[src/rtl/alu_arbiter_if.sv]
// alu_arbiter_if: bundle of the two requester ports, the two response ports,
// the shared-ALU drive/return signals and status for alu_arbiter.
//
// Handshake rule (all channels): a transfer happens on a rising clock edge
// where both valid and ready are high. A source may drop valid at any time
// before that edge without effect. While valid is high and the transfer has
// not happened, the payload it qualifies is held stable by its source.
interface alu_arbiter_if #(
    parameter int TAG_W = 4
);
    // Requester 0
    logic             req0_valid;
    logic             req0_ready;
    logic [3:0]       req0_sel;
    logic [31:0]      req0_a;
    logic [31:0]      req0_b;
    logic [4:0]       req0_shamt;
    logic [TAG_W-1:0] req0_tag;
    // Requester 1
    logic             req1_valid;
    logic             req1_ready;
    logic [3:0]       req1_sel;
    logic [31:0]      req1_a;
    logic [31:0]      req1_b;
    logic [4:0]       req1_shamt;
    logic [TAG_W-1:0] req1_tag;
    // Responses
    logic             rsp0_valid;
    logic             rsp0_ready;
    logic [31:0]      rsp0_data;
    logic [TAG_W-1:0] rsp0_tag;
    logic             rsp1_valid;
    logic             rsp1_ready;
    logic [31:0]      rsp1_data;
    logic [TAG_W-1:0] rsp1_tag;
    // Shared ALU
    logic [3:0]       alu_sel;
    logic [31:0]      alu_data_1;
    logic [31:0]      alu_data_2;
    logic [4:0]       alu_shamt;
    logic [31:0]      alu_out;
    // Status and FSM state visibility (0 IDLE, 1 EXEC, 2 RESP)
    logic             busy;
    logic [1:0]       dbg_state;

    // Arbiter side
    modport slave (
        input  req0_valid, req0_sel, req0_a, req0_b, req0_shamt, req0_tag,
        input  req1_valid, req1_sel, req1_a, req1_b, req1_shamt, req1_tag,
        output req0_ready, req1_ready,
        output rsp0_valid, rsp0_data, rsp0_tag,
        output rsp1_valid, rsp1_data, rsp1_tag,
        input  rsp0_ready, rsp1_ready,
        output alu_sel, alu_data_1, alu_data_2, alu_shamt,
        input  alu_out,
        output busy, dbg_state
    );

    // Requester / ALU side
    modport master (
        output req0_valid, req0_sel, req0_a, req0_b, req0_shamt, req0_tag,
        output req1_valid, req1_sel, req1_a, req1_b, req1_shamt, req1_tag,
        input  req0_ready, req1_ready,
        input  rsp0_valid, rsp0_data, rsp0_tag,
        input  rsp1_valid, rsp1_data, rsp1_tag,
        output rsp0_ready, rsp1_ready,
        input  alu_sel, alu_data_1, alu_data_2, alu_shamt,
        output alu_out,
        input  busy, dbg_state
    );
endinterface

[src/rtl/alu_arbiter.sv]
// alu_arbiter: shares one combinational ALU between two requesters.
// Flow per operation: IDLE (accept) -> EXEC (drive ALU, capture result)
// -> RESP (hold result until the owner consumes it) -> IDLE.
// Optional feature macro: ALU_ARB_ROUND_ROBIN_EN -- when defined, contention
// alternates between requesters using a last-grant pointer; when undefined,
// requester 0 always wins and no pointer exists.
module alu_arbiter #(
    parameter int TAG_W = 4
) (
    input  logic         clk,
    input  logic         rst_n,
    alu_arbiter_if.slave bus
);

    typedef enum logic [1:0] {
        IDLE = 2'd0,
        EXEC = 2'd1,
        RESP = 2'd2
    } state_t;

    localparam logic [3:0] SEL_NOP = 4'b1111;

    state_t           r_state;
    logic             r_gnt;        // index of the requester being served
    logic [3:0]       r_alu_sel;
    logic [31:0]      r_alu_data_1;
    logic [31:0]      r_alu_data_2;
    logic [4:0]       r_alu_shamt;
    logic [TAG_W-1:0] r_tag;
    logic             r_rsp0_valid;
    logic             r_rsp1_valid;
    logic [31:0]      r_rsp_data;
    logic [TAG_W-1:0] r_rsp_tag;

    logic             w_any;
    logic             w_gnt;
    logic             w_accept;
    logic             w_rsp_done;
    logic [3:0]       w_sel;
    logic [31:0]      w_a;
    logic [31:0]      w_b;
    logic [4:0]       w_shamt;
    logic [TAG_W-1:0] w_tag;

    assign w_any = bus.req0_valid | bus.req1_valid;

`ifdef ALU_ARB_ROUND_ROBIN_EN
    logic r_last;   // requester granted most recently

    // Winner selection: on contention the requester that did not win last time
    always_comb begin
        w_gnt = 1'b0;
        if (bus.req0_valid && bus.req1_valid) begin
            w_gnt = ~r_last;
        end else if (bus.req1_valid) begin
            w_gnt = 1'b1;
        end
    end
`else
    // Fixed priority: requester 1 only wins when requester 0 is not asking
    assign w_gnt = ~bus.req0_valid & bus.req1_valid;
`endif

    // Acceptance is only possible in IDLE; reset gating keeps ready low in reset
    assign w_accept = rst_n && (r_state == IDLE) && w_any;
    assign bus.req0_ready = w_accept & ~w_gnt;
    assign bus.req1_ready = w_accept &  w_gnt;

    assign w_sel   = w_gnt ? bus.req1_sel   : bus.req0_sel;
    assign w_a     = w_gnt ? bus.req1_a     : bus.req0_a;
    assign w_b     = w_gnt ? bus.req1_b     : bus.req0_b;
    assign w_shamt = w_gnt ? bus.req1_shamt : bus.req0_shamt;
    assign w_tag   = w_gnt ? bus.req1_tag   : bus.req0_tag;

    assign w_rsp_done = (r_rsp0_valid & bus.rsp0_ready) |
                        (r_rsp1_valid & bus.rsp1_ready);

    // Arbitration FSM; ALU drive and response outputs are all registered here
    always_ff @(posedge clk) begin
        if (!rst_n) begin
            r_state      <= IDLE;
            r_gnt        <= 1'b0;
            r_alu_sel    <= SEL_NOP;
            r_alu_data_1 <= '0;
            r_alu_data_2 <= '0;
            r_alu_shamt  <= '0;
            r_tag        <= '0;
            r_rsp0_valid <= 1'b0;
            r_rsp1_valid <= 1'b0;
            r_rsp_data   <= '0;
            r_rsp_tag    <= '0;
`ifdef ALU_ARB_ROUND_ROBIN_EN
            r_last       <= 1'b1;
`endif
        end else begin
            case (r_state)
                IDLE: begin
                    if (w_accept) begin
                        // Operands go straight onto the ALU for the EXEC cycle
                        r_gnt        <= w_gnt;
                        r_alu_sel    <= w_sel;
                        r_alu_data_1 <= w_a;
                        r_alu_data_2 <= w_b;
                        r_alu_shamt  <= w_shamt;
                        r_tag        <= w_tag;
`ifdef ALU_ARB_ROUND_ROBIN_EN
                        r_last       <= w_gnt;
`endif
                        r_state      <= EXEC;
                    end
                end
                EXEC: begin
                    r_rsp_data   <= bus.alu_out;
                    r_rsp_tag    <= r_tag;
                    r_rsp0_valid <= ~r_gnt;
                    r_rsp1_valid <=  r_gnt;
                    r_alu_sel    <= SEL_NOP;
                    r_alu_data_1 <= '0;
                    r_alu_data_2 <= '0;
                    r_alu_shamt  <= '0;
                    r_state      <= RESP;
                end
                RESP: begin
                    // Completion cycle never overlaps a new acceptance
                    if (w_rsp_done) begin
                        r_rsp0_valid <= 1'b0;
                        r_rsp1_valid <= 1'b0;
                        r_state      <= IDLE;
                    end
                end
                default: begin
                    r_state <= IDLE;
                end
            endcase
        end
    end

    assign bus.rsp0_valid = r_rsp0_valid;
    assign bus.rsp1_valid = r_rsp1_valid;
    assign bus.rsp0_data  = r_rsp_data;
    assign bus.rsp1_data  = r_rsp_data;
    assign bus.rsp0_tag   = r_rsp_tag;
    assign bus.rsp1_tag   = r_rsp_tag;
    assign bus.alu_sel    = r_alu_sel;
    assign bus.alu_data_1 = r_alu_data_1;
    assign bus.alu_data_2 = r_alu_data_2;
    assign bus.alu_shamt  = r_alu_shamt;
    assign bus.busy       = (r_state != IDLE);
    assign bus.dbg_state  = r_state;

endmodule

[src/flat_wrapper.sv]
// flat-port wrapper written by rule: the top's interface ports become plain ports
module alu_arbiter_flat 
#(
    parameter int TAG_W = 4
)
  (clk, rst_n, bus_req0_valid, bus_req0_sel, bus_req0_a, bus_req0_b, bus_req0_shamt, bus_req0_tag, bus_req1_valid, bus_req1_sel, bus_req1_a, bus_req1_b, bus_req1_shamt, bus_req1_tag, bus_req0_ready, bus_req1_ready, bus_rsp0_valid, bus_rsp0_data, bus_rsp0_tag, bus_rsp1_valid, bus_rsp1_data, bus_rsp1_tag, bus_rsp0_ready, bus_rsp1_ready, bus_alu_sel, bus_alu_data_1, bus_alu_data_2, bus_alu_shamt, bus_alu_out, bus_busy, bus_dbg_state);
  alu_arbiter_if #(.TAG_W(TAG_W)) bus_i ();
  input  logic clk;
  input  logic rst_n;
  input wire logic [$bits(bus_i.req0_valid)-1:0] bus_req0_valid;
  input wire logic [$bits(bus_i.req0_sel)-1:0] bus_req0_sel;
  input wire logic [$bits(bus_i.req0_a)-1:0] bus_req0_a;
  input wire logic [$bits(bus_i.req0_b)-1:0] bus_req0_b;
  input wire logic [$bits(bus_i.req0_shamt)-1:0] bus_req0_shamt;
  input wire logic [$bits(bus_i.req0_tag)-1:0] bus_req0_tag;
  input wire logic [$bits(bus_i.req1_valid)-1:0] bus_req1_valid;
  input wire logic [$bits(bus_i.req1_sel)-1:0] bus_req1_sel;
  input wire logic [$bits(bus_i.req1_a)-1:0] bus_req1_a;
  input wire logic [$bits(bus_i.req1_b)-1:0] bus_req1_b;
  input wire logic [$bits(bus_i.req1_shamt)-1:0] bus_req1_shamt;
  input wire logic [$bits(bus_i.req1_tag)-1:0] bus_req1_tag;
  output wire logic [$bits(bus_i.req0_ready)-1:0] bus_req0_ready;
  output wire logic [$bits(bus_i.req1_ready)-1:0] bus_req1_ready;
  output wire logic [$bits(bus_i.rsp0_valid)-1:0] bus_rsp0_valid;
  output wire logic [$bits(bus_i.rsp0_data)-1:0] bus_rsp0_data;
  output wire logic [$bits(bus_i.rsp0_tag)-1:0] bus_rsp0_tag;
  output wire logic [$bits(bus_i.rsp1_valid)-1:0] bus_rsp1_valid;
  output wire logic [$bits(bus_i.rsp1_data)-1:0] bus_rsp1_data;
  output wire logic [$bits(bus_i.rsp1_tag)-1:0] bus_rsp1_tag;
  input wire logic [$bits(bus_i.rsp0_ready)-1:0] bus_rsp0_ready;
  input wire logic [$bits(bus_i.rsp1_ready)-1:0] bus_rsp1_ready;
  output wire logic [$bits(bus_i.alu_sel)-1:0] bus_alu_sel;
  output wire logic [$bits(bus_i.alu_data_1)-1:0] bus_alu_data_1;
  output wire logic [$bits(bus_i.alu_data_2)-1:0] bus_alu_data_2;
  output wire logic [$bits(bus_i.alu_shamt)-1:0] bus_alu_shamt;
  input wire logic [$bits(bus_i.alu_out)-1:0] bus_alu_out;
  output wire logic [$bits(bus_i.busy)-1:0] bus_busy;
  output wire logic [$bits(bus_i.dbg_state)-1:0] bus_dbg_state;
  assign bus_i.req0_valid = bus_req0_valid;
  assign bus_i.req0_sel = bus_req0_sel;
  assign bus_i.req0_a = bus_req0_a;
  assign bus_i.req0_b = bus_req0_b;
  assign bus_i.req0_shamt = bus_req0_shamt;
  assign bus_i.req0_tag = bus_req0_tag;
  assign bus_i.req1_valid = bus_req1_valid;
  assign bus_i.req1_sel = bus_req1_sel;
  assign bus_i.req1_a = bus_req1_a;
  assign bus_i.req1_b = bus_req1_b;
  assign bus_i.req1_shamt = bus_req1_shamt;
  assign bus_i.req1_tag = bus_req1_tag;
  assign bus_req0_ready = bus_i.req0_ready;
  assign bus_req1_ready = bus_i.req1_ready;
  assign bus_rsp0_valid = bus_i.rsp0_valid;
  assign bus_rsp0_data = bus_i.rsp0_data;
  assign bus_rsp0_tag = bus_i.rsp0_tag;
  assign bus_rsp1_valid = bus_i.rsp1_valid;
  assign bus_rsp1_data = bus_i.rsp1_data;
  assign bus_rsp1_tag = bus_i.rsp1_tag;
  assign bus_i.rsp0_ready = bus_rsp0_ready;
  assign bus_i.rsp1_ready = bus_rsp1_ready;
  assign bus_alu_sel = bus_i.alu_sel;
  assign bus_alu_data_1 = bus_i.alu_data_1;
  assign bus_alu_data_2 = bus_i.alu_data_2;
  assign bus_alu_shamt = bus_i.alu_shamt;
  assign bus_i.alu_out = bus_alu_out;
  assign bus_busy = bus_i.busy;
  assign bus_dbg_state = bus_i.dbg_state;
  alu_arbiter #(.TAG_W(TAG_W)) u_core (.clk(clk), .rst_n(rst_n), .bus(bus_i));
endmodule
[config.mk]
export PLATFORM = sky130hd
export DESIGN_NAME = alu_arbiter_flat
export DESIGN_NICKNAME = d
export VERILOG_FILES = /design/src/rtl/alu_arbiter_if.sv /design/src/rtl/alu_arbiter.sv /design/src/flat_wrapper.sv
export SDC_FILE = /design/constraint.sdc
export NUM_CORES = 1
export LEC_CHECK = 0
export CORE_AREA = 5 5 130 132
export DETAILED_ROUTE_END_ITERATION = 7
export DIE_AREA = 0 0 135 137
export DONT_BUFFER_PORTS = 1
export SYNTH_ARGS = -nofsm -noshare
export SYNTH_HDL_FRONTEND = slang
export SYNTH_SLANG_ARGS = --single-unit
export TNS_END_PERCENT = 30
[constraint.sdc]
create_clock -name clk -period 4.68 [get_ports clk]
set_input_delay 1.404 -clock clk [delete_from_list [all_inputs] [get_ports clk]]
set_output_delay 1.404 -clock clk [all_outputs]
set_load 0.03 [all_outputs]
=== Word level (Yosys, flattened, before mapping) ===
Index checks and enable logic that the tools add are counted.

* Memory bits (writable): 0
* Memories: 0
* Bits in latches: 0
* Output and inout port bits: 152
* Memory bits (read-only): 0
* Input port bits: 192
* Logic and storage cells: 54
* Register bits: 118

* $lt $le $gt $ge: 0
* Eq/ne operators: 4
* Muxes and demuxes: 19
* $add $sub $neg: 0
* Multipliers: 0
* Shift operators: 0
* Divide/modulo/power cells: 0
* Bitwise operators: 10
* Reduce and logical (&&, ||, !) cells: 10

{| class="wikitable"
|+ Operator list
! kind !! number
|-
| 32-bit two-way mux || 4
|-
| 32-bit case mux with 2 select lines || 2
|-
| 4-bit two-way mux || 3
|-
| 5-bit two-way mux || 2
|-
| 5-bit case mux with 2 select lines || 1
|-
| 4-bit case mux with 2 select lines || 1
|-
| 2-bit AND reduction || 4
|-
| 2-bit case mux with 3 select lines || 1
|-
| 2-bit nonzero test || 3
|-
| 1-bit bitwise AND || 5
|-
| 2-bit two-way mux || 2
|-
| 2-bit by 1-bit != test with 1-bit output, second input constant || 2
|-
| 1-bit case mux with 2 select lines || 2
|-
| 1-bit NOT || 3
|-
| 2-bit by 1-bit equality test with 1-bit output, second input constant || 1
|-
| 2-bit equality test, second input constant || 1
|-
| 1-bit logical AND || 2
|-
| 2-bit logical NOT || 1
|-
| 1-bit OR || 2
|-
| 1-bit two-way mux || 1
|}

=== Depth between registers and ports, before layout ===
* Depth after elaboration: 5
* Gate-level depth with buffers: 7
* Gate-level depth less buffers: 4

=== Least setup slack after synthesis ===
Ideal clock, no wire load.

* Path type: input to output
* From: input port rst_n
* To: output port bus_req0_ready
* Path buffers: 1
* Setup slack: 0.584 ns
* Data required time: 3.276 ns
* Stages: 3
* Data arrival time: 2.692 ns
* Cell sequence: buf_2 -> or3b_2 -> nor3_1

* Cells in the longest elaborated chain, start to end: 3

{| class="wikitable"
|+ RTL lines
! what !! RTL line !! text
|-
| from (decl) || flat_wrapper.sv:9 || <nowiki>input logic rst_n;</nowiki>
|-
| 1-bit logical AND (2 in series) || alu_arbiter.sv:65 || <nowiki>assign w_accept = rst_n && (r_state == IDLE) && w_any;</nowiki>
|-
| 1-bit bitwise AND || alu_arbiter.sv:66 || <nowiki>assign bus.req0_ready = w_accept & ~w_gnt;</nowiki>
|-
| to (decl) || flat_wrapper.sv:22 || <nowiki>output wire logic [$bits(bus_i.req0_ready)-1:0] bus_req0_ready;</nowiki>
|}

No other way between the ends.

=== Final worst setup path ===
* From: input port rst_n
* To: output port bus_req1_ready

* Cells in the longest elaborated chain, start to end: 3

{| class="wikitable"
|+ RTL lines
! what !! RTL line !! text
|-
| 1-bit logical AND (2 in series) || alu_arbiter.sv:65 ||
|-
| 1-bit bitwise AND || alu_arbiter.sv:67 || <nowiki>assign bus.req1_ready = w_accept & w_gnt;</nowiki>
|-
| to (decl) || flat_wrapper.sv:23 || <nowiki>output wire logic [$bits(bus_i.req1_ready)-1:0] bus_req1_ready;</nowiki>
|}

No other way between the ends.

==> flow_metrics.env <==
export IMPL_outcome="finished clean"
export IMPL_setup_slack_ps=924
export IMPL_critPathLaunchType="primary input"
export IMPL_slowest_delay_ps=470
export IMPL_nets=753
export IMPL_clk_pin_slew_ps=50
export IMPL_synth_mux_area_share_pct=4.53
export IMPL_synth_cell_types=30
export IMPL_rsz0062_at_grt="no"
export IMPL_via_per_inst=5.47
export IMPL_crit_chain="or3b_2, nor2_1"
export IMPL_hold_path_class="reg -> reg"
export IMPL_worst_endpoint_required_ps=3280
export IMPL_synth_xor_area_share_pct=0
export IMPL_post_route_period_util_pct=80.3
export IMPL_io_buffers=0
export IMPL_antenna_found_initial=0
export IMPL_tns_ps=0
export IMPL_core_mm2=0.0156
export IMPL_drc=0
export IMPL_critPathSlowestCell="or3b_2"
export IMPL_worst_slew_margin_rel_pct=27.1
export IMPL_vias=4323
export IMPL_synth_top_family_by_area="compound AO/OA/AOI/OAI gates"
export IMPL_cts_buffers=17
export IMPL_powerDensity_mw_per_mm2=521
export IMPL_clk_latency_ps=410
export IMPL_cts_tree="yes"
export IMPL_die_x_um=135
export IMPL_fmax_ghz=0.266
export IMPL_vdd_drop_max_mv=0.228
export IMPL_cts_repair_resized=0
export IMPL_tightest_slew_ps=1090
export IMPL_timing_hold_ws_ps=458
export IMPL_start_util_pct=35.4
export IMPL_place_gp_congestion=0.770
export IMPL_num_rows=46
export IMPL_root_buffer="clkbuf_16"
export IMPL_mappedNetlistArea_mm2=0.00552
export IMPL_synth_fp_nets=822
export IMPL_post_cts_buffers=0
export IMPL_die_area_mm2=0.0185
export IMPL_grt_overflow=0
export IMPL_ys_ff_latch=118
export IMPL_seq_area_frac_synth_pct=42.8
export IMPL_fp_dieH_um=137
export IMPL_critPathCaptureType="primary output"
export IMPL_firstDrtPassIters=7
export IMPL_num_antenna_cells=0
export IMPL_clk_path_buf_depth=2
export IMPL_dpl_worst_slack_ps=931
export IMPL_drt_total_wl_mm=15.8
export IMPL_timing_final_crit_period_ps=3760
export IMPL_cp_max_fo=53
export IMPL_worstPathBufferInverterCount=0
export IMPL_ios=344
export IMPL_ctsHoldBuffers=0
export IMPL_avgSynthCellArea_um2=8.77
export IMPL_drive_above_1_share_pct=16.7
export IMPL_cp_data_arrival_time_ps=2350
export IMPL_slew_violations=0
export IMPL_cap_violations=0
export IMPL_p_total_w=0.00304
export IMPL_synth_compound_area_share_pct=27.8
export IMPL_ant_nets=0
export IMPL_grt_first_pass_wirelength_mm=23.2
export IMPL_grtUsageTotal_pct=16.0
export IMPL_detailed_place_hpwl_mm=11.6
export IMPL_grt_start_max_net_pins=78
export IMPL_avgRoutedWirePerCell_um=20.0
export IMPL_post_route_util_pct=37.5
export IMPL_drt_initial_drc_count=266
export IMPL_ys_warnings_count=0
export IMPL_synth_adder_area_share_pct=0
export IMPL_synth_cells=630
export IMPL_cts_max_level=4
export IMPL_clock_skew_ps=7.50
export IMPL_finalHoldViolations=0
export IMPL_synth_simple_area_share_pct=7.63
export IMPL_power_leakage_nw=2.43
export IMPL_setup_viol=0
export IMPL_syn2layout_area_growth_pct=5.85
export IMPL_setup_worst_path_class="in -> out"
export IMPL_critical_path_top_delay_family="simple AND/OR/NAND/NOR gates"
export IMPL_grt_pass1_vias=4267
export IMPL_clkSinkCount=118
## cells in the final DEF, fill, tap and decap left out, types with 2 or more instances in the layout
cell / Yosys / routed
inv_1: 97 / 97
a2bb2oi_1: 4 / 4
mux2i_1: 25 / 25
inv_6: 0 / 3
a21oi_1: 63 / 63
nor3_1: 3 / 3
nor2_2: 2 / 2
clkinv_4: 0 / 3
o221a_2: 47 / 47
nor2_1: 6 / 5
nand2_1: 81 / 81
o21ai_0: 2 / 2
a211oi_1: 23 / 23
dfxtp_2: 0 / 2
dfxtp_1: 118 / 116
clkbuf_16: 0 / 17
buf_4: 40 / 7
a221oi_1: 48 / 48
a311oi_1: 4 / 4
nor2_4: 1 / 2
nand2b_1: 3 / 3
clkinv_2: 0 / 3
clkinvlp_4: 0 / 4
## per-layer routing
layer  share of wire (%)  track usage, %
met2                  50            26.8
met5                   0               0
met1                  38            17.5
met4                 2.8            7.67
met3                 9.1            6.80
## path summary, 6_finish.rpt
path                                   startpoint                                    end  slack, ps  cells past startpoint
max                                         rst_n                         bus_req1_ready        920                      2
min                  u_core.r_tag[3]$_SDFFE_PN0P_    u_core.bus.rsp0_tag[3]$_SDFFE_PN0P_        460                      2
max reg2reg  u_core.bus.dbg_state[1]$_SDFFE_PN0P_  u_core.bus.alu_data_2[8]$_SDFFE_PN0P_       2010                      5
min reg2reg          u_core.r_tag[3]$_SDFFE_PN0P_    u_core.bus.rsp0_tag[3]$_SDFFE_PN0P_        460                      2
## synth_stat cells
cell type  instances  share of area, %
nor2_2             2              0.23
o221a_2           47               9.6
nand3b_1           1              0.14
nand2_1           81               5.5
inv_1             97               6.6
nand2b_1           3              0.34
nor2_1             6              0.41
o221a_1            1              0.20
a211oi_1          23               3.1
clkbuf_1          31               2.1
buf_2             19               1.7
nor2_4             1              0.20
or2_2              1              0.11
a22oi_1            1              0.14
a2bb2oi_1          4              0.63
nor2b_1            1              0.11
o21ai_0            2              0.18
a311oi_1           4              0.63
or3b_2             1              0.16
clkinv_1           1             0.068
a21oi_1           63               5.7
mux2i_1           25               4.5
dfxtp_1          118                43
buf_12             1              0.36
buf_4             40               5.4
a221oi_1          48               7.6
buf_6              2              0.41
buf_8              2              0.54
nor3_1             3              0.27
nor2b_2            1              0.16
## cells by family after synthesis
kind of cell	Yosys count
muxes	25
and+or+nand+nor	101
AOI/OAI and AO/OA	193
DFF	118
buffers and inverters	193
## where the power goes
part	internal, W	switching (W)
Clock	0.000747	0.000481
Combinational	0.000151	0.000205
Sequential	0.00112	0.000344
## layout make-up
type	instances	area, um2
fillers	1561	9750
flip-flops and latches	118	2360
multi-input cells	319	2220
clock buffers	18	439
inverters	98	368
well taps	216	270
clock inverters	14	128
repair buffers	7	52.6
## flip-flops by register name (all words and copies together) (netlist names)
register and flops:
u_core.bus.alu_data_1 32, u_core.bus.alu_data_2 32, u_core.bus.rsp0_data 32, u_core.bus.alu_shamt 5, u_core.bus.alu_sel 4, u_core.bus.rsp0_tag 4, u_core.r_tag 4, u_core.bus.dbg_state 2
u_core.bus.rsp0_valid 1, u_core.bus.rsp1_valid 1, u_core.r_gnt 1
## stage by stage
stage	area, um2	cells
floorplan	5520	630
global placement	5280	758
detailed placement	5280	758
CTS	5850	790
global route	5850	790
finish	5850	790
(Power assumes the default switching activity.)
